$ cat src/rtl/disp_median3x3_pkg.sv
// Shared definitions for the 3x3 disparity median filter.
//   DWIDTH    : default disparity sample width
//   CNT_W     : width of the column/line counters and of the width input
//   MAX_WIDTH : widest supported image line
//   PIPE_LAT  : clken-qualified edges from accepting a column to its result
package disp_median3x3_pkg;

  localparam int DWIDTH    = 11;
  localparam int CNT_W     = 11;
  localparam int MAX_WIDTH = 1936;
  localparam int PIPE_LAT  = 3;

  typedef logic [CNT_W-1:0] cnt_t;

  // Line counter saturates here instead of wrapping back into lines 0/1.
  localparam cnt_t LIN_MAX = '1;

  // Per-column side information that travels with the data through the pipe.
  typedef struct packed {
    logic border;  // window centre sits on column 0 or width-1
    logic vld;     // result may be flagged valid
  } tag_t;

endpackage

$ cat src/rtl/disp_median3x3_if.sv
// Streaming bus of the 3x3 disparity median filter.
//   clken             : sample strobe, one column of taps per high cycle
//   enable            : output gate copied into valid
//   sof               : start of frame, marks column 0 of line 0
//   width             : image width in pixels
//   row0/1/2_in       : current line, one-line delayed, two-line delayed taps
//   dout, valid       : filtered disparity and its qualifier
// master = pixel source, slave = filter.
interface disp_median3x3_if #(
  parameter int DWIDTH = disp_median3x3_pkg::DWIDTH
);
  import disp_median3x3_pkg::*;

  logic              clken;
  logic              enable;
  logic              sof;
  cnt_t              width;
  logic [DWIDTH-1:0] row0_in;
  logic [DWIDTH-1:0] row1_in;
  logic [DWIDTH-1:0] row2_in;
  logic [DWIDTH-1:0] dout;
  logic              valid;

  modport master (
    output clken, enable, sof, width, row0_in, row1_in, row2_in,
    input  dout, valid
  );

  modport slave (
    input  clken, enable, sof, width, row0_in, row1_in, row2_in,
    output dout, valid
  );

endinterface

$ cat src/rtl/disp_median3x3_sort3.sv
// disp_sort3: purely combinational three-input sorter.
//   a, b, c : unsigned inputs
//   lo      : smallest, mid : median, hi : largest
// Ties may be broken either way; the output values are the same.
module disp_sort3 #(
  parameter int W = 11
) (
  input  logic [W-1:0] a,
  input  logic [W-1:0] b,
  input  logic [W-1:0] c,
  output logic [W-1:0] lo,
  output logic [W-1:0] mid,
  output logic [W-1:0] hi
);

  logic [W-1:0] ab_lo;
  logic [W-1:0] ab_hi;

  always_comb begin
    ab_lo = (a < b) ? a : b;
    ab_hi = (a < b) ? b : a;
    lo    = (c < ab_lo) ? c : ab_lo;
    hi    = (c > ab_hi) ? c : ab_hi;
    // c either falls below, above or between the ordered pair {ab_lo, ab_hi}.
    if (c < ab_lo) begin
      mid = ab_lo;
    end else if (c > ab_hi) begin
      mid = ab_hi;
    end else begin
      mid = c;
    end
  end

endmodule

$ cat src/rtl/disp_median3x3.sv
// disp_median3x3: 3x3 median filter for a disparity stream whose three
// vertical taps come from external line buffers.
//   clk : rising-edge clock
//   rst : asynchronous, active-low reset
//   bus : disp_median3x3_if.slave (clken/enable/sof/width/row*_in in,
//         dout/valid out)
// Pipeline, advanced only on clken:
//   A: sort the incoming column, shift into a 3-deep sorted-column register
//   B: max of lows, median of mids, min of highs across the three columns
//   C: median of those three = true 3x3 median; border centres bypass it
// The window centre is row1 of the middle column (c-1). Result for the
// column accepted on clken edge k appears after the second following edge.
module disp_median3x3 #(
  parameter int DWIDTH = disp_median3x3_pkg::DWIDTH
) (
  input  logic                  clk,
  input  logic                  rst,
  disp_median3x3_if.slave       bus
);
  import disp_median3x3_pkg::*;

  typedef logic [DWIDTH-1:0] pix_t;

  // ---------------------------------------------------------------- counters
  cnt_t col_reg;
  cnt_t lin_reg;
  logic framed_reg;

  cnt_t col_cur;
  cnt_t lin_cur;
  cnt_t col_next;
  cnt_t lin_next;
  logic framed_next;
  logic last_col;
  tag_t tag_in;

  // sof overrides the running position for the column that carries it.
  always_comb begin
    col_cur     = bus.sof ? '0 : col_reg;
    lin_cur     = bus.sof ? '0 : lin_reg;
    last_col    = (col_cur == (bus.width - cnt_t'(1)));
    col_next    = last_col ? '0 : (col_cur + cnt_t'(1));
    lin_next    = (last_col && (lin_cur != LIN_MAX)) ? (lin_cur + cnt_t'(1)) : lin_cur;
    framed_next = framed_reg | bus.sof;
    tag_in      = '0;
    // The centre is column c-1: c==1 puts it on column 0, c==0 on width-1.
    tag_in.border = (col_cur == cnt_t'(0)) || (col_cur == cnt_t'(1));
    // Lines 0 and 1 lack a full vertical neighbourhood; nothing is valid
    // until a frame has actually started.
    tag_in.vld    = framed_next && (lin_cur >= cnt_t'(2)) && bus.enable;
  end

  always_ff @(posedge clk or negedge rst) begin
    if (!rst) begin
      col_reg    <= '0;
      lin_reg    <= '0;
      framed_reg <= 1'b0;
    end else if (bus.clken) begin
      col_reg    <= col_next;
      lin_reg    <= lin_next;
      framed_reg <= framed_next;
    end
  end

  // ----------------------------------------------------------------- stage A
  pix_t new_lo;
  pix_t new_mid;
  pix_t new_hi;

  disp_sort3 #(.W(DWIDTH)) u_sort_col (
    .a   (bus.row0_in),
    .b   (bus.row1_in),
    .c   (bus.row2_in),
    .lo  (new_lo),
    .mid (new_mid),
    .hi  (new_hi)
  );

  // Index 0 holds column c, 1 holds c-1, 2 holds c-2.
  pix_t lo_reg  [3];
  pix_t mid_reg [3];
  pix_t hi_reg  [3];
  pix_t raw1_reg [2];
  tag_t tag_a_reg;

  always_ff @(posedge clk or negedge rst) begin
    if (!rst) begin
      for (int i = 0; i < 3; i++) begin
        lo_reg[i]  <= '0;
        mid_reg[i] <= '0;
        hi_reg[i]  <= '0;
      end
      raw1_reg[0] <= '0;
      raw1_reg[1] <= '0;
      tag_a_reg   <= '0;
    end else if (bus.clken) begin
      lo_reg[0]  <= new_lo;
      mid_reg[0] <= new_mid;
      hi_reg[0]  <= new_hi;
      for (int i = 1; i < 3; i++) begin
        lo_reg[i]  <= lo_reg[i-1];
        mid_reg[i] <= mid_reg[i-1];
        hi_reg[i]  <= hi_reg[i-1];
      end
      raw1_reg[0] <= bus.row1_in;
      raw1_reg[1] <= raw1_reg[0];
      tag_a_reg   <= tag_in;
    end
  end

  // ----------------------------------------------------------------- stage B
  pix_t mx_b;
  pix_t mn_b;
  pix_t md_b;
  pix_t mid_unused_lo;
  pix_t mid_unused_hi;

  always_comb begin
    mx_b = lo_reg[0];
    if (lo_reg[1] > mx_b) mx_b = lo_reg[1];
    if (lo_reg[2] > mx_b) mx_b = lo_reg[2];
    mn_b = hi_reg[0];
    if (hi_reg[1] < mn_b) mn_b = hi_reg[1];
    if (hi_reg[2] < mn_b) mn_b = hi_reg[2];
  end

  disp_sort3 #(.W(DWIDTH)) u_sort_mid (
    .a   (mid_reg[0]),
    .b   (mid_reg[1]),
    .c   (mid_reg[2]),
    .lo  (mid_unused_lo),
    .mid (md_b),
    .hi  (mid_unused_hi)
  );

  pix_t mx_reg;
  pix_t md_reg;
  pix_t mn_reg;
  pix_t center_reg;
  tag_t tag_b_reg;

  always_ff @(posedge clk or negedge rst) begin
    if (!rst) begin
      mx_reg     <= '0;
      md_reg     <= '0;
      mn_reg     <= '0;
      center_reg <= '0;
      tag_b_reg  <= '0;
    end else if (bus.clken) begin
      mx_reg     <= mx_b;
      md_reg     <= md_b;
      mn_reg     <= mn_b;
      center_reg <= raw1_reg[1];
      tag_b_reg  <= tag_a_reg;
    end
  end

  // ----------------------------------------------------------------- stage C
  pix_t med_c;
  pix_t med_unused_lo;
  pix_t med_unused_hi;

  disp_sort3 #(.W(DWIDTH)) u_sort_med (
    .a   (mx_reg),
    .b   (md_reg),
    .c   (mn_reg),
    .lo  (med_unused_lo),
    .mid (med_c),
    .hi  (med_unused_hi)
  );

  pix_t dout_reg;
  logic valid_reg;

  always_ff @(posedge clk or negedge rst) begin
    if (!rst) begin
      dout_reg  <= '0;
      valid_reg <= 1'b0;
    end else if (bus.clken) begin
      dout_reg  <= tag_b_reg.border ? center_reg : med_c;
      valid_reg <= tag_b_reg.vld;
    end
  end

  assign bus.dout  = dout_reg;
  assign bus.valid = valid_reg;

endmodule

$ cat src/flat_wrapper.sv
// flat-port wrapper written by rule: the top's interface ports become plain ports
module disp_median3x3_flat import disp_median3x3_pkg::*;
#(
  parameter int DWIDTH = disp_median3x3_pkg::DWIDTH
)
  (clk, rst, bus_clken, bus_enable, bus_sof, bus_width, bus_row0_in, bus_row1_in, bus_row2_in, bus_dout, bus_valid);
  disp_median3x3_if #(.DWIDTH(DWIDTH)) bus_i ();
  input  logic clk;
  input  logic rst;
  input wire logic [$bits(bus_i.clken)-1:0] bus_clken;
  input wire logic [$bits(bus_i.enable)-1:0] bus_enable;
  input wire logic [$bits(bus_i.sof)-1:0] bus_sof;
  input wire logic [$bits(bus_i.width)-1:0] bus_width;
  input wire logic [$bits(bus_i.row0_in)-1:0] bus_row0_in;
  input wire logic [$bits(bus_i.row1_in)-1:0] bus_row1_in;
  input wire logic [$bits(bus_i.row2_in)-1:0] bus_row2_in;
  output wire logic [$bits(bus_i.dout)-1:0] bus_dout;
  output wire logic [$bits(bus_i.valid)-1:0] bus_valid;
  assign bus_i.clken = bus_clken;
  assign bus_i.enable = bus_enable;
  assign bus_i.sof = bus_sof;
  assign bus_i.width = bus_width;
  assign bus_i.row0_in = bus_row0_in;
  assign bus_i.row1_in = bus_row1_in;
  assign bus_i.row2_in = bus_row2_in;
  assign bus_dout = bus_i.dout;
  assign bus_valid = bus_i.valid;
  disp_median3x3 #(.DWIDTH(DWIDTH)) u_core (.clk(clk), .rst(rst), .bus(bus_i));
endmodule
$ cat config.mk
export PLATFORM = sky130hd
export DESIGN_NAME = disp_median3x3_flat
export DESIGN_NICKNAME = d
export VERILOG_FILES = /design/src/rtl/disp_median3x3_pkg.sv /design/src/rtl/disp_median3x3_if.sv /design/src/rtl/disp_median3x3_sort3.sv /design/src/rtl/disp_median3x3.sv /design/src/flat_wrapper.sv
export SDC_FILE = /design/constraint.sdc
export NUM_CORES = 1
export LEC_CHECK = 0
export CAP_MARGIN = 0
export CORE_UTILIZATION = 55
export DETAILED_ROUTE_END_ITERATION = 8
export GPL_TIMING_DRIVEN = 0
export HOLD_SLACK_MARGIN = 0.05
export PLACE_DENSITY = 0.73
export SYNTH_ARGS = -nofsm -noshare
export SYNTH_HDL_FRONTEND = slang
export SYNTH_SLANG_ARGS = --single-unit
$ cat constraint.sdc
create_clock -name clk -period 8.5 [get_ports clk]
set_input_delay 2.55 -clock clk [delete_from_list [all_inputs] [get_ports clk]]
set_output_delay 2.55 -clock clk [all_outputs]
set_load 0.02 [all_outputs]
==> results.json, run 1 <==
{
  "hold_viol_final": 0,
  "cp_num_buf_inv": 6,
  "synth-seq-cells": 204,
  "whs_path_depth": 1,
  "critPathRequiredTime_ps": 8870,
  "dpl.hpwl_um": 29880,
  "async_flop_share_pct": 100.0,
  "dr.pass1.iters": 6,
  "fp.dieH_um": 160.9,
  "timing.rr.start": "u_core.mx_reg[2]",
  "drc": 0,
  "grt_max_degree": 106,
  "synth.distinct_cells": 71,
  "slowest_delay_ps": 560,
  "layout_common_cells": "dfrtp_1 (204), ha_1 (141), nand2_1 (124)",
  "routedWlPerCell_um": 20.69,
  "max-cap-violations": 0,
  "ios": 61,
  "clock.fmax_ghz": 0.1377,
  "detail-route-antenna-nets": 0,
  "port_buffers": 58,
  "finalCritPeriodShare_pct": 85.45,
  "hold_buffers": 0,
  "pre_cts_slack_ps": 743.3,
  "grt.total_usage_pct": 30.77,
  "h-tree-depth": 1,
  "hold_class": "flop to flop",
  "syn_area_sq_um": 13880,
  "start_util_pct": 56.57,
  "cts_sinks": 204,
  "switching_share_pct": 43.69,
  "synth_area_leaders": "dfrtp_1 (37%), ha_1 (13%), mux2_2 (9.2%)",
  "power_density_nw_per_um2": 341.0,
  "ir_worst_vdd_mv": 0.1958,
  "layoutNonFillerInstCount": 1864,
  "die_w_um": 160.9,
  "overflow": 0,
  "grtUsageMet1_pct": 42.57,
  "crit_family": "buffers and inverters",
  "fp.dieArea_sq_um": 25870,
  "grt_pass1_wl_um": 63150,
  "finClkSkew_ps": 15.33,
  "final_common_cell": "dfrtp_1",
  "switchingPower_mw": 2.328,
  "antennaDiodeCount": 0,
  "netlist_instances": 1443,
  "cp_max_fo": 10,
  "met3_usage_pct": 2.918,
  "synth.top_cell.area_share_pct": 36.78,
  "start_kind": "primary input",
  "period_minus_slack_ps": 7263,
  "cts_resized": 0,
  "tightest_slew_ps": 1078,
  "critical_path_class": "primary input to flop",
  "final_layout_size_suffix_gt1_share_pct": 10.71,
  "synth_edf_count": 0,
  "utilization_pct": 63.69,
  "grt_pass1_vias": 11670,
  "reg2reg_slack_ps": 3140,
  "synth_ff_type": "dfrtp_1",
  "clkPwrFrac_pct": 18.2,
  "route.vias.total": 11610,
  "seqPwrFrac_pct": 29.1,
  "slew_headroom_pct": 28.15,
  "drt-initial-drc-count": 818,
  "avgViaCountPerCell": 6.227,
  "leakage_nw": 7.070,
  "met2_usage_pct": 49.84,
  "worstRegToRegCells": 17,
  "p_total_mw": 5.328,
  "rsz0062_at_grt": "no",
  "cts-root-buf": "clkbuf_16",
  "post-cts-setup-buffers": 0,
  "stdcell_area_sq_um": 15630,
  "min_to": "u_core.framed_reg",
  "comb_power_share_pct": 52.7,
  "worstPathCellList": "clkdlybuf4s50_1, inv_1, ha_1, a21o_1, a211oi_1, o21ai_0, nand2_1, buf_1, mux2_2, inv_1, ha_1, a21oi_1, a21oi_1, a211oi_1, o21ai_1, a2111oi_0, or3_1, clkbuf_1, clkbuf_1, mux2i_1, mux2i_1",
  "setup_slack_ps": 1237,
  "clk_latency_ps": 510,
  "syn_avg_cell_area_sq_um": 9.618,
  "antenna_found_initial": 0,
  "synth_top_area_cell": "dfrtp_1",
  "yosysWarnings": 0,
  "rows": 57,
  "numCtsBuffers": 22,
  "seq_area_frac_synth_pct": 36.78,
  "area_growth_pct": 12.59,
  "status": "complete, no violations",
  "worstReg2RegEnd": "u_core.bus.dout[5]",
  "cts_buffer_depth": 3,
  "placed_cell_area_sq_um": 14900,
  "cts_tree": "done",
  "clkTransAtPathRegs_ps": 60,
  "routed_wirelength_um": 38570,
  "synth_nets": 1633,
  "finalSetupViolations": 0,
  "end_kind": "flop",
  "gp_congestion": 1.067,
  "core_sq_um": 24530,
  "hp-start": "u_core.framed_reg",
  "drv_slew": 0,
  "busiest_layer": "met2",
  "crit_slowest_cell": "clkdlybuf4s50_1",
  "place_inst": 1826,
  "intPower_mw": 3.000,
  "critPathArrivalTime_ps": 7640,
  "nets": 1716
}
-- layer usage --
metal | wire (um) | up-vias
met3 | 1893 | 85
met2 | 17650 | 352
met4 | 1476 | 0
met1 | 17560 | 5692
met5 | 0 | -
li1 | - | 5478
-- area by class of cell --
class	instances	area, sq um
Timing Repair Buffer	59	613.1
Fill cell	2078	8907
Inverter	88	330.3
Tap cell	324	405.4
Sequential cell	204	5105
Clock inverter	8	97.59
Clock buffer	30	631.9
Buffer	73	285.3
Multi-Input combinational cell	1078	8158
-- synth_stat cells, drive strengths merged (19+ instances only) --
| cell type | count |
|---|---|
| a21oi | 94 |
| clkbuf | 57 |
| a31oi | 19 |
| nand4 | 28 |
| inv | 88 |
| nand2 | 124 |
| o21ai | 66 |
| dfrtp | 204 |
| mux2 | 113 |
| o221ai | 24 |
| mux2i | 69 |
| nor2 | 87 |
| nor2b | 29 |
| ha | 141 |
| nand3 | 35 |
| a211oi | 24 |
-- metrics by stage --
step / setup TNS [ps] / hold slack, ps
after floorplan: 0 / 435.5
after global placement: -755240 / 453.8
after detailed placement: 0 / 455.6
after CTS: 0 / 468.7
after global routing: 0 / 491.4
final: 0 / 464.0
-- worst register-to-register path: cells and delay by family, from the launching register on --
kind | cells | cell delay, ps
flip-flops | 1 | 450
AO/OA/AOI/OAI | 11 | 2650
adder cells (fa/ha/maj) | 2 | 640
multiplexers | 1 | 390
buffers and inverters | 2 | 820
AND/OR/NAND/NOR | 1 | 240
-- power by group through the flow --
stage | logic (mW) | registers (mW) | clock network (mW)
after floorplan | 2.02 | 1.46 | 0
after global placement | 2.68 | 1.55 | 0
after detailed placement | 2.74 | 1.56 | 0
after CTS | 2.77 | 1.55 | 0.983
after global routing | 3.14 | 1.59 | 1.02
final | 2.81 | 1.55 | 0.970
-- kinds of logic after synthesis --
kind of cell / Yosys count / share of synthesized area [%]
and+or+nand+nor: 375 / 13.07
AOI/OAI and AO/OA: 359 / 17.43
DFF: 204 / 36.78
muxes: 182 / 14.15
buffers and inverters: 161 / 4.436
adders and majority gates: 141 / 12.71
xor gates and xnor gates: 21 / 1.424
-- worst max path at each step --
stage | start | to | slack [ps] | cells after the start
after floorplan | bus_row1_in[8] | u_core.lo_reg[32] | 2110 | 19
after global placement | rst | u_core.col_reg[10] | -3720 | 1
after detailed placement | bus_row1_in[6] | u_core.lo_reg[32] | 740 | 22
after CTS | bus_row1_in[6] | u_core.lo_reg[32] | 1250 | 22
after global routing | bus_row1_in[4] | u_core.lo_reg[32] | 810 | 22
final | bus_row1_in[8] | u_core.lo_reg[32] | 1240 | 21
Note: power is estimated with default switching activity, not from simulation.
==> run 2, diff against run 1 <==
HOLD_SLACK_MARGIN = unset   (was 0.05)
SLEW_MARGIN = 20   (was unset)
==> run 2 against run 1 <==
Effect of this change:
- fmax is 0.35% lower
- non-clock buffer count increased by 1
- largest power group unchanged
- global-route usage shrank 0.23 points
- critical path depth rose by 1
- die area unchanged
==> results.json, run 2 (same netlist as run 1, synthesis figures left out) <==
{
  "clk_latency_ps": 510,
  "max-cap-violations": 0,
  "tns_ps": 0,
  "cts_sinks": 204,
  "pre_cts_slack_ps": 736.3,
  "ios": 61,
  "leakage_nw": 7.084,
  "detail-route-antenna-nets": 0,
  "port_buffers": 58,
  "routedWlPerCell_um": 20.79,
  "start_util_pct": 56.57,
  "critPathArrivalTime_ps": 7650,
  "critPathRequiredTime_ps": 8870,
  "cts_resized": 0,
  "power_density_nw_per_um2": 339.7,
  "overflow": 0,
  "slew_headroom_pct": 35.73,
  "antennaDiodeCount": 0,
  "drt-initial-drc-count": 804,
  "grt_pass1_vias": 11520,
  "avgViaCountPerCell": 6.251,
  "layout_common_cells": "dfrtp_1 (204), ha_1 (141), nand2_1 (124)",
  "tightest_slew_ps": 964.0,
  "finalSetupViolations": 0,
  "cp_max_fo": 10,
  "routed_wirelength_um": 38780,
  "start_kind": "primary input",
  "setup_slack_ps": 1211,
  "route.vias.total": 11660,
  "dr.pass1.iters": 5,
  "cts_tree": "done",
  "stdcell_area_sq_um": 15640,
  "hold_buffers": 0,
  "cts-root-buf": "clkbuf_16",
  "hold_class": "flop to flop",
  "final_common_cell": "dfrtp_1",
  "grt_max_degree": 79,
  "area_growth_pct": 12.72,
  "fp.dieH_um": 160.9,
  "numCtsBuffers": 23,
  "die_w_um": 160.9,
  "period_minus_slack_ps": 7289,
  "dpl.hpwl_um": 30210,
  "hold_viol_final": 0,
  "utilization_pct": 63.76,
  "clock.fmax_ghz": 0.1372,
  "drv_slew": 0,
  "ir_worst_vdd_mv": 0.1672,
  "met3_usage_pct": 2.867,
  "clkTransAtPathRegs_ps": 60,
  "finalCritPeriodShare_pct": 85.75,
  "h-tree-depth": 1,
  "layoutNonFillerInstCount": 1865,
  "place_inst": 1827,
  "core_sq_um": 24530,
  "end_kind": "flop",
  "antenna_found_initial": 0,
  "grtUsageMet1_pct": 42.47,
  "rsz0062_at_grt": "no",
  "drc": 0,
  "placed_cell_area_sq_um": 14920,
  "busiest_layer": "met2",
  "grt.total_usage_pct": 30.54,
  "cts_buffer_depth": 3,
  "critical_path_class": "primary input to flop",
  "gp_congestion": 1.067,
  "nets": 1718,
  "rows": 57,
  "post-cts-setup-buffers": 0,
  "fp.dieArea_sq_um": 25870,
  "met2_usage_pct": 49.69,
  "grt_pass1_wl_um": 62640,
  "finClkSkew_ps": 18.81,
  "final_layout_size_suffix_gt1_share_pct": 10.71,
  "status": "complete, no violations",
  "fillerInstances": 2108
}
[run 2: layout make-up]
cell class                      instances  area [sq um]  area share (%)
Multi-Input combinational cell       1078          8158           52.15
Sequential cell                       204          5105           32.63
Clock buffer                           33         663.1           4.239
Timing Repair Buffer                   60         640.6           4.095
Tap cell                              324         405.4           2.591
Inverter                               88         330.3           2.111
Buffer                                 73         285.3           1.824
Clock inverter                          5         56.30          0.3599
[run 2: power by group]
| part | internal [mW] | switching [mW] |
|---|---|---|
| registers | 1.24 | 0.312 |
| logic | 1.18 | 1.62 |
| clock network | 0.568 | 0.388 |
[run 2: stage by stage]
stage | total power [mW] | hold WS (ps)
finish | 5.313 | 474.6
global route | 5.722 | 483.4
CTS | 5.280 | 474.2
detailed placement | 4.309 | 461.2
global placement | 4.229 | 453.8
floorplan | 3.488 | 435.5
[run 2: critical path, stage by stage]
cell and delay (ps):
clkdlybuf4s50_1 550, inv_1 60, ha_1 300, a21oi_1 140
o21ai_0 90, a21oi_1 180, o21ai_0 220, nand2_1 190
buf_1 480, mux2_2 480, inv_1 80, ha_1 250
a21oi_1 160, a21oi_1 90, a211oi_1 190, o21ai_1 150
a2111oi_0 380, or3_1 150, clkbuf_1 190, clkbuf_1 420
mux2i_1 240, mux2i_1 90
[run 2: final timing paths]
kind,from,end,slack [ps],depth (start not counted)
setup reg to reg,u_core.mx_reg[2],u_core.bus.dout[6],3060,17
hold reg to reg,u_core.framed_reg,u_core.framed_reg,470,1
setup / recovery,bus_row1_in[4],u_core.lo_reg[32],1210,22
min in group asynchronous,rst,u_core.raw1_reg[12],2040,1
hold / removal,u_core.framed_reg,u_core.framed_reg,470,1
max in group asynchronous,rst,u_core.mn_reg[0],5400,3
[run 2: per-layer routing]
layer  wire (um)  share of wire (%)
met1       17400                 45
met5           0                  0
met4        1287                3.3
met2       17890                 46
met3        2203                5.7
==> run 3, diff against run 2 <==
CORE_UTILIZATION = 59   (was 55)
PLACE_DENSITY = 0.78   (was 0.73)
==> run 3 against run 2 <==
Effect of this change:
- critical path depth is the same
- clock-buffer cell count is the same
- first-iteration DRC count grew 1.0%
- total power grew 0.88%
- non-clock buffer count is the same
- sequential share of layout area is essentially flat
- largest cell class unchanged
- largest power group unchanged
- highest routed layer unchanged
==> results.json, run 3 (same netlist as run 1, synthesis figures left out) <==
{
  "status": "complete, no violations",
  "comb_power_share_pct": 52.6,
  "fp.dieH_um": 155.4,
  "ir_worst_vdd_mv": 0.1824,
  "core_sq_um": 22850,
  "intPower_mw": 2.988,
  "reg2reg_slack_ps": 2970,
  "period_minus_slack_ps": 7478,
  "fp.dieArea_sq_um": 24140,
  "hold_viol_final": 0,
  "crit_path_start": "bus_row1_in[2]",
  "critical_path_class": "primary input to flop",
  "drv_slew": 0,
  "overflow": 0,
  "ios": 61,
  "pre_cts_slack_ps": 644.6,
  "layoutNonFillerInstCount": 1856,
  "utilization_pct": 68.43,
  "nets": 1718,
  "grt_max_degree": 98,
  "drc": 0,
  "clkPwrFrac_pct": 18.1,
  "clkTransAtPathRegs_ps": 60,
  "hold_buffers": 0,
  "clock.fmax_ghz": 0.1337,
  "end_kind": "flop",
  "switchingPower_mw": 2.372,
  "cp_max_fo": 10,
  "antenna_found_initial": 0,
  "antennaDiodeCount": 0,
  "die_w_um": 155.4,
  "place_inst": 1816,
  "start_kind": "primary input",
  "routedWlPerCell_um": 21.08,
  "gp_congestion": 1.040,
  "finalCritPeriodShare_pct": 87.98,
  "post-cts-setup-buffers": 0,
  "avgViaCountPerCell": 6.322,
  "hold_ws_ps": 467.5,
  "drt-initial-drc-count": 812,
  "rsz0062_at_grt": "no",
  "setup_slack_ps": 1022,
  "max-cap-violations": 0,
  "route.vias.total": 11730,
  "clk_latency_ps": 520,
  "finalSetupViolations": 0,
  "leakage_nw": 7.091,
  "tightest_slew_ps": 948.4,
  "dr.pass1.iters": 5,
  "port_buffers": 58,
  "tns_ps": 0,
  "grt_pass1_vias": 11730,
  "cts_buffer_depth": 3,
  "rows": 55,
  "cts_tree": "done",
  "switching_share_pct": 44.26,
  "seqPwrFrac_pct": 29.3,
  "hold_class": "flop to flop",
  "h-tree-depth": 1,
  "cts_resized": 0,
  "grt.total_usage_pct": 33.95,
  "final_layout_size_suffix_gt1_share_pct": 10.76,
  "finClkSkew_ps": 22.78,
  "cts_sinks": 204,
  "placed_cell_area_sq_um": 14910,
  "critPathArrivalTime_ps": 7840,
  "timing.rr.start": "u_core.md_reg[2]",
  "power_density_nw_per_um2": 342.8,
  "hp-start": "u_core.framed_reg",
  "layout_common_cells": "dfrtp_1 (204), ha_1 (141), nand2_1 (124)",
  "cts-root-buf": "clkbuf_16",
  "start_util_pct": 60.74,
  "detail-route-antenna-nets": 0,
  "dpl.hpwl_um": 29670,
  "stdcell_area_sq_um": 15640,
  "critPathRequiredTime_ps": 8870,
  "p_total_mw": 5.360,
  "grt_pass1_wl_um": 63970,
  "numCtsBuffers": 23,
  "routed_wirelength_um": 39130,
  "area_growth_pct": 12.66,
  "slew_headroom_pct": 36.77,
  "final_common_cell": "dfrtp_1"
}
[run 3: cell count changes in the layout (fill, tap and decap cells not counted), sizes merged]
cell,previous run,this run
inv,88,89
clkinvlp,1,0
clkinv,3,5
[run 3: worst max-delay path, cell delays in order]
cell and delay, ps:
clkdlybuf4s50_1 590, inv_1 70, ha_1 310, a21oi_1 130
o21ai_1 80, a21oi_1 170, o21ai_0 170, nand2_1 170
buf_1 520, mux2_2 470, inv_1 70, ha_1 250
a21oi_1 150, a21oi_1 80, a211oi_1 230, o21ai_1 170
a2111oi_0 450, or3_1 160, clkbuf_1 190, clkbuf_1 430
mux2i_1 300, mux2i_1 110
[run 3: final cells by class]
cell class	count	area, sq um
Fill cell	1861	7212
Multi-Input combinational cell	1078	8158
Timing Repair Buffer	60	640.6
Inverter	88	330.3
Clock buffer	33	653.1
Buffer	73	285.3
Sequential cell	204	5105
Clock inverter	7	71.32
Tap cell	313	391.6
[run 3: path summary, 6_finish.rpt]
| path | endpoint | cells after the start |
|---|---|---|
| min reg2reg | u_core.framed_reg | 1 |
| min in group asynchronous | u_core.hi_reg[26] | 1 |
| max in group asynchronous | u_core.lin_reg[4] | 3 |
| max | u_core.lo_reg[32] | 22 |
| max reg2reg | u_core.bus.dout[0] | 18 |
| min | u_core.framed_reg | 1 |
[run 3: power groups by stage]
stage          combinational (mW)  clock [mW]  sequential [mW]
2_1_floorplan                2.02           0             1.46
3_3_place_gp                 2.69           0             1.56
3_5_place_dp                 2.75           0             1.57
4_1_cts                      2.78       0.977             1.56
5_1_grt                      3.14        1.02             1.60
6_report                     2.82       0.970             1.57
[run 3: metal layers]
metal / track usage, % / routed length (um)
met1: 47.27 / 17620
met2: 54.07 / 17660
met3: 4.373 / 2581
met4: 12.98 / 1269
met5: 0 / 0
